File: config.mk
export PLATFORM = sky130hd
export DESIGN_NAME = hazard_stall_ctrl_flat
export DESIGN_NICKNAME = d
export VERILOG_FILES = /design/src/rtl/hazard_stall_ctrl_if.sv /design/src/rtl/hazard_stall_ctrl.sv /design/src/flat_wrapper.sv
export SDC_FILE = /design/constraint.sdc
export NUM_CORES = 1
export LEC_CHECK = 0
export ABC_AREA = 1
export CAP_MARGIN = 5
export CORE_MARGIN = 1.5
export CORE_UTILIZATION = 50
export CTS_CLUSTER_DIAMETER = 150
export CTS_CLUSTER_SIZE = 40
export DETAILED_ROUTE_END_ITERATION = 10
export PLACE_DENSITY = 0.85
export SYNTH_ARGS = -nofsm -noshare
export SYNTH_HDL_FRONTEND = slang
export SYNTH_SLANG_ARGS = --single-unit
File: constraint.sdc
create_clock -name clk -period 5.2 [get_ports clk]
set_input_delay 1.04 -clock clk [delete_from_list [all_inputs] [get_ports clk]]
set_output_delay 1.04 -clock clk [all_outputs]
set_load 0.03 [all_outputs]
File: src/rtl/hazard_stall_ctrl_if.sv
// rtl/hazard_stall_ctrl_if.sv - pipeline-side signal bundle for the ID-stage hazard/stall controller
interface hazard_stall_ctrl_if #(
  parameter int CNT_W = 16
);
  logic [4:0]       IF_ID_Rs;
  logic [4:0]       IF_ID_Rt;
  logic             IF_ID_usesRt;
  logic             IF_ID_branch;
  logic [4:0]       ID_EX_Rdest;
  logic             ID_EX_regW;
  logic             ID_EX_memRead;
  logic [4:0]       EX_MEM_Rd;
  logic             EX_MEM_memRead;
  logic             branch_taken;
  logic             mem_wait;
  logic             pc_write;
  logic             IF_ID_write;
  logic             ID_EX_bubble;
  logic             IF_ID_flush;
  logic             pipe_hold;
  logic             stall_busy;
  logic [CNT_W-1:0] stall_cycles;
  logic [CNT_W-1:0] flush_count;

  modport master (
    output IF_ID_Rs, IF_ID_Rt, IF_ID_usesRt, IF_ID_branch, ID_EX_Rdest, ID_EX_regW,
           ID_EX_memRead, EX_MEM_Rd, EX_MEM_memRead, branch_taken, mem_wait,
    input  pc_write, IF_ID_write, ID_EX_bubble, IF_ID_flush, pipe_hold, stall_busy,
           stall_cycles, flush_count
  );

  modport slave (
    input  IF_ID_Rs, IF_ID_Rt, IF_ID_usesRt, IF_ID_branch, ID_EX_Rdest, ID_EX_regW,
           ID_EX_memRead, EX_MEM_Rd, EX_MEM_memRead, branch_taken, mem_wait,
    output pc_write, IF_ID_write, ID_EX_bubble, IF_ID_flush, pipe_hold, stall_busy,
           stall_cycles, flush_count
  );
endinterface

File: src/rtl/hazard_stall_ctrl.sv
// rtl/hazard_stall_ctrl.sv - ID-stage load-use / branch-operand stall controller with perf counters
// Hazards are detected only in RUN; STALL counts down the committed length without looking at inputs.
module hazard_stall_ctrl #(
  parameter int CNT_W             = 16,
  parameter int LOAD_BRANCH_STALL = 2
) (
  input logic               clk,
  input logic               rst_n,
  hazard_stall_ctrl_if.slave bus
);
  localparam logic [1:0] LBS = 2'(LOAD_BRANCH_STALL);

  typedef enum logic {RUN, STALL} state_t;

  state_t           state_q;
  logic [1:0]       rem_q;
  logic [CNT_W-1:0] stall_cycles_q;
  logic [CNT_W-1:0] flush_count_q;

  logic       match_ex;
  logic       match_mem;
  logic [1:0] haz_n;
  logic       stall_cyc;
  logic       flush_cyc;

  function automatic logic reg_match(input logic [4:0] r, input logic [4:0] rs,
                                     input logic [4:0] rt, input logic uses_rt);
    return (r != 5'd0) && ((r == rs) || (uses_rt && (r == rt)));
  endfunction

  always_comb begin
    match_ex  = reg_match(bus.ID_EX_Rdest, bus.IF_ID_Rs, bus.IF_ID_Rt, bus.IF_ID_usesRt);
    match_mem = reg_match(bus.EX_MEM_Rd, bus.IF_ID_Rs, bus.IF_ID_Rt, bus.IF_ID_usesRt);
    haz_n     = 2'd0;
    if (bus.IF_ID_branch) begin
      // A load in EX feeding an ID branch is the only multi-cycle case.
      if (bus.ID_EX_memRead && match_ex)       haz_n = LBS;
      else if (bus.ID_EX_regW && match_ex)     haz_n = 2'd1;
      else if (bus.EX_MEM_memRead && match_mem) haz_n = 2'd1;
    end else if (bus.ID_EX_memRead && match_ex) begin
      haz_n = 2'd1;
    end
  end

  assign stall_cyc = !bus.mem_wait && ((state_q == STALL) || (haz_n != 2'd0));
  assign flush_cyc = !bus.mem_wait && !stall_cyc && bus.branch_taken;

  assign bus.pc_write     = !bus.mem_wait && !stall_cyc;
  assign bus.IF_ID_write  = !bus.mem_wait && !stall_cyc;
  assign bus.ID_EX_bubble = stall_cyc;
  assign bus.IF_ID_flush  = flush_cyc;
  assign bus.pipe_hold    = bus.mem_wait;
  assign bus.stall_busy   = (state_q == STALL);
  assign bus.stall_cycles = stall_cycles_q;
  assign bus.flush_count  = flush_count_q;

  always_ff @(posedge clk or negedge rst_n) begin
    if (!rst_n) begin
      state_q        <= RUN;
      rem_q          <= 2'd0;
      stall_cycles_q <= '0;
      flush_count_q  <= '0;
    end else begin
      if (!bus.mem_wait) begin
        if (state_q == RUN) begin
          if (haz_n > 2'd1) begin
            state_q <= STALL;
            rem_q   <= haz_n - 2'd1;
          end
        end else if (rem_q == 2'd1) begin
          state_q <= RUN;
          rem_q   <= 2'd0;
        end else begin
          rem_q <= rem_q - 2'd1;
        end
      end
      if (stall_cyc && !(&stall_cycles_q)) stall_cycles_q <= stall_cycles_q + 1'b1;
      if (flush_cyc && !(&flush_count_q))  flush_count_q  <= flush_count_q + 1'b1;
    end
  end
endmodule
File: src/flat_wrapper.sv
// flat-port wrapper written by rule: the top's interface ports become plain ports
module hazard_stall_ctrl_flat 
#(
  parameter int CNT_W             = 16,
  parameter int LOAD_BRANCH_STALL = 2
)
  (clk, rst_n, bus_IF_ID_Rs, bus_IF_ID_Rt, bus_IF_ID_usesRt, bus_IF_ID_branch, bus_ID_EX_Rdest, bus_ID_EX_regW, bus_ID_EX_memRead, bus_EX_MEM_Rd, bus_EX_MEM_memRead, bus_branch_taken, bus_mem_wait, bus_pc_write, bus_IF_ID_write, bus_ID_EX_bubble, bus_IF_ID_flush, bus_pipe_hold, bus_stall_busy, bus_stall_cycles, bus_flush_count);
  hazard_stall_ctrl_if #(.CNT_W(CNT_W)) bus_i ();
  input logic clk;
  input logic rst_n;
  input wire logic [$bits(bus_i.IF_ID_Rs)-1:0] bus_IF_ID_Rs;
  input wire logic [$bits(bus_i.IF_ID_Rt)-1:0] bus_IF_ID_Rt;
  input wire logic [$bits(bus_i.IF_ID_usesRt)-1:0] bus_IF_ID_usesRt;
  input wire logic [$bits(bus_i.IF_ID_branch)-1:0] bus_IF_ID_branch;
  input wire logic [$bits(bus_i.ID_EX_Rdest)-1:0] bus_ID_EX_Rdest;
  input wire logic [$bits(bus_i.ID_EX_regW)-1:0] bus_ID_EX_regW;
  input wire logic [$bits(bus_i.ID_EX_memRead)-1:0] bus_ID_EX_memRead;
  input wire logic [$bits(bus_i.EX_MEM_Rd)-1:0] bus_EX_MEM_Rd;
  input wire logic [$bits(bus_i.EX_MEM_memRead)-1:0] bus_EX_MEM_memRead;
  input wire logic [$bits(bus_i.branch_taken)-1:0] bus_branch_taken;
  input wire logic [$bits(bus_i.mem_wait)-1:0] bus_mem_wait;
  output wire logic [$bits(bus_i.pc_write)-1:0] bus_pc_write;
  output wire logic [$bits(bus_i.IF_ID_write)-1:0] bus_IF_ID_write;
  output wire logic [$bits(bus_i.ID_EX_bubble)-1:0] bus_ID_EX_bubble;
  output wire logic [$bits(bus_i.IF_ID_flush)-1:0] bus_IF_ID_flush;
  output wire logic [$bits(bus_i.pipe_hold)-1:0] bus_pipe_hold;
  output wire logic [$bits(bus_i.stall_busy)-1:0] bus_stall_busy;
  output wire logic [$bits(bus_i.stall_cycles)-1:0] bus_stall_cycles;
  output wire logic [$bits(bus_i.flush_count)-1:0] bus_flush_count;
  assign bus_i.IF_ID_Rs = bus_IF_ID_Rs;
  assign bus_i.IF_ID_Rt = bus_IF_ID_Rt;
  assign bus_i.IF_ID_usesRt = bus_IF_ID_usesRt;
  assign bus_i.IF_ID_branch = bus_IF_ID_branch;
  assign bus_i.ID_EX_Rdest = bus_ID_EX_Rdest;
  assign bus_i.ID_EX_regW = bus_ID_EX_regW;
  assign bus_i.ID_EX_memRead = bus_ID_EX_memRead;
  assign bus_i.EX_MEM_Rd = bus_EX_MEM_Rd;
  assign bus_i.EX_MEM_memRead = bus_EX_MEM_memRead;
  assign bus_i.branch_taken = bus_branch_taken;
  assign bus_i.mem_wait = bus_mem_wait;
  assign bus_pc_write = bus_i.pc_write;
  assign bus_IF_ID_write = bus_i.IF_ID_write;
  assign bus_ID_EX_bubble = bus_i.ID_EX_bubble;
  assign bus_IF_ID_flush = bus_i.IF_ID_flush;
  assign bus_pipe_hold = bus_i.pipe_hold;
  assign bus_stall_busy = bus_i.stall_busy;
  assign bus_stall_cycles = bus_i.stall_cycles;
  assign bus_flush_count = bus_i.flush_count;
  hazard_stall_ctrl #(.CNT_W(CNT_W), .LOAD_BRANCH_STALL(LOAD_BRANCH_STALL)) u_core (.clk(clk), .rst_n(rst_n), .bus(bus_i));
endmodule
==> impl_results.md <==
* Slew @ Worst Pin at 0.433 ns
* DR vias/cell at 5.03
* Post-CTS setup buffer count at 0
* Min Tclk post-route at 4.66 ns
* HPWL after DPL at 3860 um
* Commonest cells after routing, fill and taps aside: 75 x nand2_1, 66 x clkdlybuf4s50_1, 35 x dfrtp_1, 30 x inv_1, 30 x nor2_1
* Initial drt markers at 104
* Total power at 954 uW
* Met1 Track Usage GR at 0.282
* Initial Util at 0.528
* Mux cell area share after synthesis at 0.00525
* Final wirelength at 4890 um
* Most Used Layer, Global Route: met2
* Area grow syn2layout at 38.2%
* Worst setup SP type: input pin
* DRC Markers at 0
* Met2 Use GR at 0.368
* Adder-Cell Fraction of Synth Area at 0.0234
* Critical Path AT at 3.62 ns
* Diode count at 0
* Distinct cell type count after synthesis at 25
* Mapped Cells at 272
* Pre-antenna DRT Iters at 4
* Row count at 23
* Setup TNS at 0 ns
* CP Cell Sequence: clkdlybuf4s50_1 > inv_1 > nand2_1 > nand2_1 > nor2_1 > nand3_1 > nand2_1 > nand4_1 > nand2_1 > ha_1 > nand2_2 > nor3b_4 > clkdlybuf4s50_1
* Max-slew violations at 0
* Inserted Clock Buffers at 5
* IO buf count at 66
* Unrepaired setup endpoints after global routing: false
* Hold-fix buffers, CTS at 0
* Final period util at 0.896
* Final hold vios at 0
* Synth Area per Inst at 7.88 um^2
* Post_cts resized at 0
* First-pass GRT wire length at 7720 um
* Fmax achieved at 0.215 GHz
* Fin nets at 377
* Yosys Warn Count at 0
* Design Area, Final at 2960 um^2
* Die area at 4690 um^2
* Final GP Congestion at 0.934
* Worst skew pair latency at 0.28 ns
* Synth Cell Area at 2140 um^2
* Fraction of layout cells with a size suffix above 1 at 0.0640
* TritonCTS clock tree: yes
* Clock root buffer: clkbuf_8
* Core area at 4060 um^2
* Number of global-route vias before repair at 1782
* Place WS at 0.547 ns
* Placed cell count at 387
* CP most frequent cell: nand2_1
* Initial antenna violation count at 0
* VDD IR max at 0.270 mV
* GR Util All Layers at 0.219
* Largest net degree at the start of global routing at 36
* Met3 capacity usage during global routing at 0.0411
* Syn Nets at 305
* DIE WIDTH at 68.5 um
* Antenna Violating Nets Remaining at 0
* Total grt overflow at 0
* Final setup viols at 0
* Die Ht at 68.5 um
* Clk pin slew, worst setup/hold paths at 0.07 ns
* Seq/Total Area, Yosys at 0.409
* Hold Path Class: flip-flop to flip-flop
* Pleak at 1.41 nW
* Clk_skew at 0.00624 ns
* Slew Limit Headroom at 0.711
* CP required at 4.16 ns
* H-tree Lvls at 2
* Routed wire per std cell at 12.4 um
* Status: finished clean
* CTS Sinks at 35
* Area after DPL at 2860 um^2
* Clk buf depth at 2
* Pwr dens at 322 nW/um^2
* Setup WS post-layout at 0.543 ns
* Endpoint class of the critical path: primary output
* Vias at 1981
* Slowest stage delay, CP at 0.72 ns
* Post-Synth Simple-Gate Area at 0.326
* Most common cell after layout, fill and taps aside: nand2_1
* Final std cells w/o fill at 394
* Synth Area in Compound Gates at 0.0321
* Crit path max-delay cell type: clkdlybuf4s50_1
* Max_cap viols at 0
* Worst Path Max Fanout at 4
* Io pins at 67
* Synth Area in XOR/XNOR at 0.143
* WS Path Type: input pin to primary output
* Fillers at 315
* Largest family of logic cells by synthesized area: simple AND/OR/NAND/NOR gates
* Synth Register Bits at 35
[cells by family after synthesis]
| group | count (synthesis) |
|---|---|
| xor gates and xnor gates | 35 |
| muxes | 1 |
| buffers and inverters | 33 |
| adders and majority gates | 4 |
| DFF | 35 |
| AOI/OAI and AO/OA | 13 |
| and+or+nand+nor | 151 |
[final cells by class]
type                            instances  area, um^2  share of cell area
Clock inverter                          1        30.0              0.0101
Timing Repair Buffer                   67         668               0.226
Clock buffer                            6        72.6              0.0245
Sequential cell                        35         876               0.296
Inverter                               31         116              0.0393
Multi-Input combinational cell        204        1140               0.384
Tap cell                               50        62.6              0.0211
[stage by stage]
stage	hold slack, ns	utilization
2_1_floorplan	0.484	-
3_3_place_gp	0.483	0.705
3_5_place_dp	0.491	0.705
4_1_cts	0.504	0.730
5_1_grt	0.526	0.730
6_report	0.496	0.730
[power breakdown]
part / total (mW) / switching, mW / internal [mW] / leakage (nW)
Sequential: 0.372 / 0.0546 / 0.318 / 0.454
Combinational: 0.347 / 0.196 / 0.151 / 0.907
Clock: 0.235 / 0.0943 / 0.140 / 0.0513
[path summary, 6_finish.rpt]
| path | start | to | slack (ns) | cells past startpoint |
|---|---|---|---|---|
| min in group asynchronous | rst_n | u_core.bus.flush_count[15]$_DFFE_PN0P_ | 1.16 | 2 |
| max in group asynchronous | rst_n | u_core.bus.stall_cycles[0]$_DFFE_PN0P_ | 3.73 | 2 |
| setup / recovery | bus_ID_EX_Rdest[4] | bus_IF_ID_flush | 0.54 | 13 |
| hold / removal | u_core.bus.flush_count[5]$_DFFE_PN0P_ | u_core.bus.flush_count[5]$_DFFE_PN0P_ | 0.50 | 1 |
| hold reg to reg | u_core.bus.flush_count[5]$_DFFE_PN0P_ | u_core.bus.flush_count[5]$_DFFE_PN0P_ | 0.50 | 1 |
| setup reg to reg | u_core.bus.stall_cycles[0]$_DFFE_PN0P_ | u_core.bus.stall_cycles[14]$_DFFE_PN0P_ | 3.29 | 10 |
[Yosys cell counts]
cell | count | share of area
nand2_2 | 3 | 0.0088
nor2_4 | 3 | 0.016
inv_1 | 30 | 0.053
a21oi_2 | 1 | 0.0041
nand2_4 | 1 | 0.0053
nor3b_4 | 1 | 0.0088
nor4_1 | 1 | 0.0029
o21ai_0 | 9 | 0.021
nand2_1 | 75 | 0.13
nor3b_2 | 2 | 0.012
ha_1 | 4 | 0.023
nand4_1 | 6 | 0.018
a21oi_1 | 3 | 0.0070
nand3_2 | 1 | 0.0047
nand3b_1 | 1 | 0.0035
nor3_1 | 7 | 0.016
mux2_2 | 1 | 0.0053
nor2_2 | 1 | 0.0029
inv_2 | 1 | 0.0017
buf_4 | 2 | 0.0070
dfrtp_1 | 35 | 0.41
xnor2_1 | 15 | 0.061
xor2_1 | 20 | 0.082
nand3_1 | 19 | 0.044
nor2_1 | 30 | 0.053
[state kept, by name, indices dropped and copies added, names as in the netlist]
register                 flops
u_core.bus.flush_count      16
u_core.bus.stall_cycles     16
u_core.rem_q                 2
u_core.bus.stall_busy        1
[worst max-delay path, delay by kind of cell]
family                     cells  cell delay [ns]
buffers and inverters          3             1.32
and+or+nand+nor                9             1.04
adders and majority gates      1             0.21
[per-layer routing]
layer | part of all wire | wire length [um]
met1 | 0.45 | 2200
met2 | 0.50 | 2430
met3 | 0.043 | 209
met4 | 0.0092 | 45
met5 | 0 | 0
(Power assumes the default switching activity.)
